--- src/rtl/paritysel_mux_arbiter.sv ---
// ---------------------------------------------------------------------------
// paritysel_mux_arbiter
//   Two-requester round-robin arbiter/sequencer for the parity-select mux.
//   An internal 4-bit sel register drives the mux: an even sel picks source A
//   and an odd sel picks source B. sel also serves as a rolling transfer tag.
//   The winning word is registered into a single-entry output stage with a
//   valid/ready handshake.
//
// Optional feature macro: PARITYSEL_ARB_STATS_EN
//   When defined, adds saturating per-source grant counters on two extra ports.
//
// Ports
//   clk          in   1      single clock, rising edge
//   rst_n        in   1      asynchronous, active-low reset
//   a_valid      in   1      source A word available
//   a_ready      out  1      A word accepted this cycle (combinational)
//   a_data       in   WIDTH  source A data
//   b_valid      in   1      source B word available
//   b_ready      out  1      B word accepted this cycle (combinational)
//   b_data       in   WIDTH  source B data
//   out_valid    out  1      output stage holds a word
//   out_ready    in   1      downstream accepts the output word
//   out_data     out  WIDTH  registered mux output
//   out_sel      out  4      sel value used to produce out_data
//   grant_cnt_a  out  8      (stats build only) granted A words, saturating
//   grant_cnt_b  out  8      (stats build only) granted B words, saturating
// ---------------------------------------------------------------------------
module paritysel_mux_arbiter #(
    parameter  int WIDTH   = 8,
    localparam int T_WIDTH = WIDTH - 1
) (
    input  logic             clk,
    input  logic             rst_n,
    input  logic             a_valid,
    output logic             a_ready,
    input  logic [T_WIDTH:0] a_data,
    input  logic             b_valid,
    output logic             b_ready,
    input  logic [T_WIDTH:0] b_data,
    output logic             out_valid,
    input  logic             out_ready,
    output logic [T_WIDTH:0] out_data,
`ifdef PARITYSEL_ARB_STATS_EN
    output logic [7:0]       grant_cnt_a,
    output logic [7:0]       grant_cnt_b,
`endif
    output logic [3:0]       out_sel
);

    typedef enum logic {
        EMPTY = 1'b0,
        FULL  = 1'b1
    } state_t;

    state_t           state;
    state_t           state_next;
    logic [3:0]       sel;
    logic [3:0]       sel_next;
    logic             load_en;
    logic             pref_b;
    logic             grant_a;
    logic             grant_b;
    logic             grant_any;
    logic [T_WIDTH:0] mux_data;

    assign out_valid = (state == FULL);

    // Round-robin arbitration. The stage can take a word when it is empty or
    // is being drained this very cycle. The preferred source is the one
    // opposite to the parity of the last grant; the other source only wins
    // when the preferred one is idle. Holding reset forces both readies low.
    always_comb begin
        load_en = (state == EMPTY) || out_ready;
        pref_b  = ~sel[0];
        grant_a = 1'b0;
        grant_b = 1'b0;
        if (load_en && rst_n) begin
            if (pref_b) begin
                if (b_valid) begin
                    grant_b = 1'b1;
                end else if (a_valid) begin
                    grant_a = 1'b1;
                end
            end else begin
                if (a_valid) begin
                    grant_a = 1'b1;
                end else if (b_valid) begin
                    grant_b = 1'b1;
                end
            end
        end
    end

    assign grant_any = grant_a | grant_b;
    assign a_ready   = grant_a;
    assign b_ready   = grant_b;

    // Next sel value. A grant that flips parity steps by one; a grant that
    // keeps parity steps by two so the low bit still names the source. The
    // result wraps mod 16 and directly steers the mux for the loaded word.
    always_comb begin
        sel_next = sel;
        if (grant_any) begin
            if (grant_b != sel[0]) begin
                sel_next = sel + 4'd1;
            end else begin
                sel_next = sel + 4'd2;
            end
        end
        mux_data = sel_next[0] ? b_data : a_data;
    end

    // Output stage state register.
    always_ff @(posedge clk or negedge rst_n) begin
        if (!rst_n) begin
            state <= EMPTY;
        end else begin
            state <= state_next;
        end
    end

    // Output stage next-state logic. A grant while draining reloads the stage
    // in the same edge, so a continuous stream never sees a bubble.
    always_comb begin
        state_next = state;
        case (state)
            EMPTY: begin
                if (grant_any) begin
                    state_next = FULL;
                end
            end
            FULL: begin
                if (out_ready && !grant_any) begin
                    state_next = EMPTY;
                end
            end
            default: state_next = EMPTY;
        endcase
    end

    // Datapath registers. Only a grant changes them; when the stage empties
    // out_data and out_sel deliberately keep their stale contents.
    always_ff @(posedge clk or negedge rst_n) begin
        if (!rst_n) begin
            sel      <= 4'h0;
            out_sel  <= 4'h0;
            out_data <= '0;
        end else if (grant_any) begin
            sel      <= sel_next;
            out_sel  <= sel_next;
            out_data <= mux_data;
        end
    end

`ifdef PARITYSEL_ARB_STATS_EN
    // Per-source grant counters that stick at all-ones instead of wrapping.
    always_ff @(posedge clk or negedge rst_n) begin
        if (!rst_n) begin
            grant_cnt_a <= 8'h00;
            grant_cnt_b <= 8'h00;
        end else begin
            if (grant_a && (grant_cnt_a != 8'hFF)) begin
                grant_cnt_a <= grant_cnt_a + 8'd1;
            end
            if (grant_b && (grant_cnt_b != 8'hFF)) begin
                grant_cnt_b <= grant_cnt_b + 8'd1;
            end
        end
    end
`endif

endmodule

--- config.mk ---
export PLATFORM = sky130hd
export DESIGN_NAME = paritysel_mux_arbiter
export DESIGN_NICKNAME = d
export VERILOG_FILES = /design/src/rtl/paritysel_mux_arbiter.sv
export SDC_FILE = /design/constraint.sdc
export NUM_CORES = 1
export LEC_CHECK = 0
export CORE_AREA = 5 5 42 44
export CTS_BUF_LIST = sky130_fd_sc_hd__clkbuf_16
export CTS_CLUSTER_DIAMETER = 60
export DETAILED_ROUTE_END_ITERATION = 8
export DIE_AREA = 0 0 47 49
export DONT_BUFFER_PORTS = 1
export HOLD_SLACK_MARGIN = 0.1
export PLACE_DENSITY_LB_ADDON = 0.2
export SLEW_MARGIN = 20
export SYNTH_ARGS = -nofsm -noshare
export SYNTH_HDL_FRONTEND = slang
export SYNTH_SLANG_ARGS = --single-unit
--- constraint.sdc ---
create_clock -name clk -period 1.6 [get_ports clk]
set_input_delay 0.32 -clock clk [delete_from_list [all_inputs] [get_ports clk]]
set_output_delay 0.32 -clock clk [all_outputs]
set_load 0.1 [all_outputs]
==> run_results.csv <==
group,metric,value,unit
grt,grt_first_pass_wirelength,3.17,mm
sta,tightest_slew,0.614,ns
yosys,synth_common_cells,"nor2_1, dfrtp_1, o22ai_1",
grt,grt_pass1_vias,698,
floorplan,die-area,2300,um^2
clock_network,clk_latency,0.24,ns
power,ir_drop,1.25,mV
setup_path,cpPeakStageDelay,0.48,ns
setup_path,critPathSlowestCell,"dfrtp_4",
layout,nNetsFinal,120,
sta,fin_crit,1.66,ns
setup_path,critPathTopFamily,"flip-flops",
floorplan,die_w,47,um
outcome,violations,"setup timing",
sta,finalHoldViolCount,0,
floorplan,fp.dieH,49,um
clock_network,clock_path_buffers,2,
yosys,synth_seq_area_share,47.9,%
sta,setup_viol,3,
power,power_density,2170,nW/um^2
detailed_routing,final_antenna_net_count,0,
setup_path,cp_num_buf_inv,2,
detailed_routing,wl_per_cell,17.4,um
layout,drive_gt1_share,41.7,%
detailed_routing,drt_first_pass_iters,4,
detailed_routing,wl,1.95,mm
yosys,syn_avg_cell_area,9.71,um^2
sta,whs,0.204,ns
yosys,yosys.area.top_type,"dfrtp_1",
setup_path,worst_setup_path_end_kind,"output pin",
yosys,ys_top_cells_by_area,"dfrtp_1, nor2_1, o22ai_1",
place,dp_hpwl,1.27,mm
sta,clock_skew,0.00144,ns
setup_path,r2r_slack,-0.03,ns
setup_path,critPathArrivalTime,1.34,ns
yosys,synth_flop_cell,"dfrtp_1",
sta,setup_ws,-0.0564,ns
grt,grt_max_degree,14,
detailed_routing,drtIter0Drc,8,
yosys,syn_nets,93,
sta,fmax,604,MHz
setup_path,crit_type,"register to output pin",
sta,finalCritPeriodShare,104,%
clock_network,cts_tree,"done",
run,cap_violations,0,
yosys,synth_cell_types,26,
layout,fin_util,72.0,%
detailed_routing,routed_via_density,5.71,
yosys,ys_ff_latch,13,
sta,tns,-0.0889,ns
yosys,ys_warn_count,0,
sta,timing.slew.headroom,58.9,%
yosys,synth.top_cell.area_share,47.9,%
clock_network,cts.sinks,13,
power,power_leakage,0.447,nW
yosys,synth_area,679,um^2
setup_path,r2r_cells,5,
detailed_routing,via_count,640,
setup_path,critPathRequiredTime,1.28,ns
clock_network,clock-root-buffer,"clkbuf_16",
layout,antennaDiodeCount,0,
floorplan,core-area,1400,um^2
grt,grt.total_usage,19.1,%
yosys,syn-instance-count,70,
setup_path,path_max_fanout,4,
worst_hold_path,hold_path_class,"primary input to register",
place,gp_congestion,0.761,
floorplan,start_util,48.5,%
setup_path,crit_cells,4,
layout,area_growth,48.4,%
setup_path,start_kind,"register",
power,fin_total_pwr,2.19,mW
outcome,outcome,"finished with violations",
setup_path,cp_cell_sequence,"nand2b_4 -> nand4_1 -> clkinvlp_4 -> buf_12",
clock_network,cts_buffers,3,
sta,rsz0062_at_grt,"true",
detailed_routing,drcViolationCount,0,
floorplan,core.rowCount,14,
yosys,yosysMostFrequentCell,"nor2_1",
worst_hold_path,whs_path_depth,1,
clock_network,htreeDepth,1,
floorplan,ioPinCount,36,
clock_network,clkTransAtPathRegs,0.05,ns
grt,antenna_found_initial,0,
grt,grt_overflow,0,
yosys,synth_edf_count,0,
sta,drv_slew,0,
place,portBuffers,0,
yosys,async_flop_share,100,%
==> through the flow <==
step	worst slack (ns)	cells	cell area, um^2
2_1_floorplan	-0.312	70	707
3_3_place_gp	0.114	100	860
3_5_place_dp	0.0866	100	860
4_1_cts	-0.0374	111	993
5_1_grt	-0.0888	112	1010
6_report	-0.0564	112	1010
==> where the power goes <==
part	internal (mW)	leakage [nW]	switching [mW]
Combinational	0.301	0.263	0.926
Sequential	0.437	0.142	0.0547
Clock	0.330	0.0423	0.138
Total	1.07	0.447	1.12
==> final cells by class <==
cell class                 instances  area [um^2]
fill                             115          393
timing repair buffer              25          215
clock buffer                       3         75.1
clock inverter                     1         3.75
tap                               16         20.0
multi-input combinational         51          338
inverter                           3         18.8
sequential                        13          338
==> cells in the final DEF, fill, tap and decap left out, types with 2 or more instances in the layout <==
| cell | count |
|---|---|
| nand4_1 | 2 |
| nand2_1 | 4 |
| clkbuf_16 | 3 |
| ha_1 | 2 |
| inv_1 | 2 |
| nor2_1 | 17 |
| buf_4 | 22 |
| buf_12 | 2 |
| or4_1 | 2 |
| nand2b_4 | 2 |
| clkinvlp_4 | 2 |
| dfrtp_1 | 9 |
| dfrtp_4 | 3 |
| o22ai_1 | 8 |
==> sequential cells by signal, summed over array words and instances (netlist names), named ones only <==
signal / cells
out_data: 8
out_sel: 3
out_valid: 1
==> path summary, 6_finish.rpt <==
| check | endpoint | from |
|---|---|---|
| worst max-delay path | a_ready | register |
| worst min-delay path | register | a_valid |
| worst max register to register | out_sel[1] | register |
| worst min register to register | out_sel[3] | out_sel[3] |
| max in group asynchronous | async pin | rst_n |
| min in group asynchronous | out_sel[1] | rst_n |
==> layer usage <==
metal  up-vias  part of all wire (%)  GRT usage, %
li1        303                     -             -
met1       309                    41          23.8
met2        23                    51          29.0
met3         5                   6.3          5.90
met4         0                   1.5          9.22
met5         -                     0             0
==> cells by family after synthesis <==
| kind of cell | count (synthesis) | synth area share, % |
|---|---|---|
| buf+inv | 6 | 4.60 |
| flops | 13 | 47.9 |
| xor+xnor | 1 | 1.29 |
| fa+ha+maj | 2 | 3.68 |
| compound gates | 15 | 16.6 |
| simple gates | 33 | 26.0 |
==> what timing repair did <==
action | 4_1_cts | 5_1_grt
setup buffers | 6 | 1
hold buffers | 1 | 0
hold endpoints to repair | 13 | 0
setup endpoints to repair | 2 | 3
cloned | 0 | 0
gates resized for setup | 0 | 1
pin swaps | 1 | 0
==> worst reg2reg max path, stage by stage (launching register included) <==
cell and delay, ns:
dfrtp_4 0.48, buf_4 0.14, ha_1 0.26, inv_1 0.03
or4_1 0.53, o311ai_2 0.08
(Power assumes the default switching activity.)
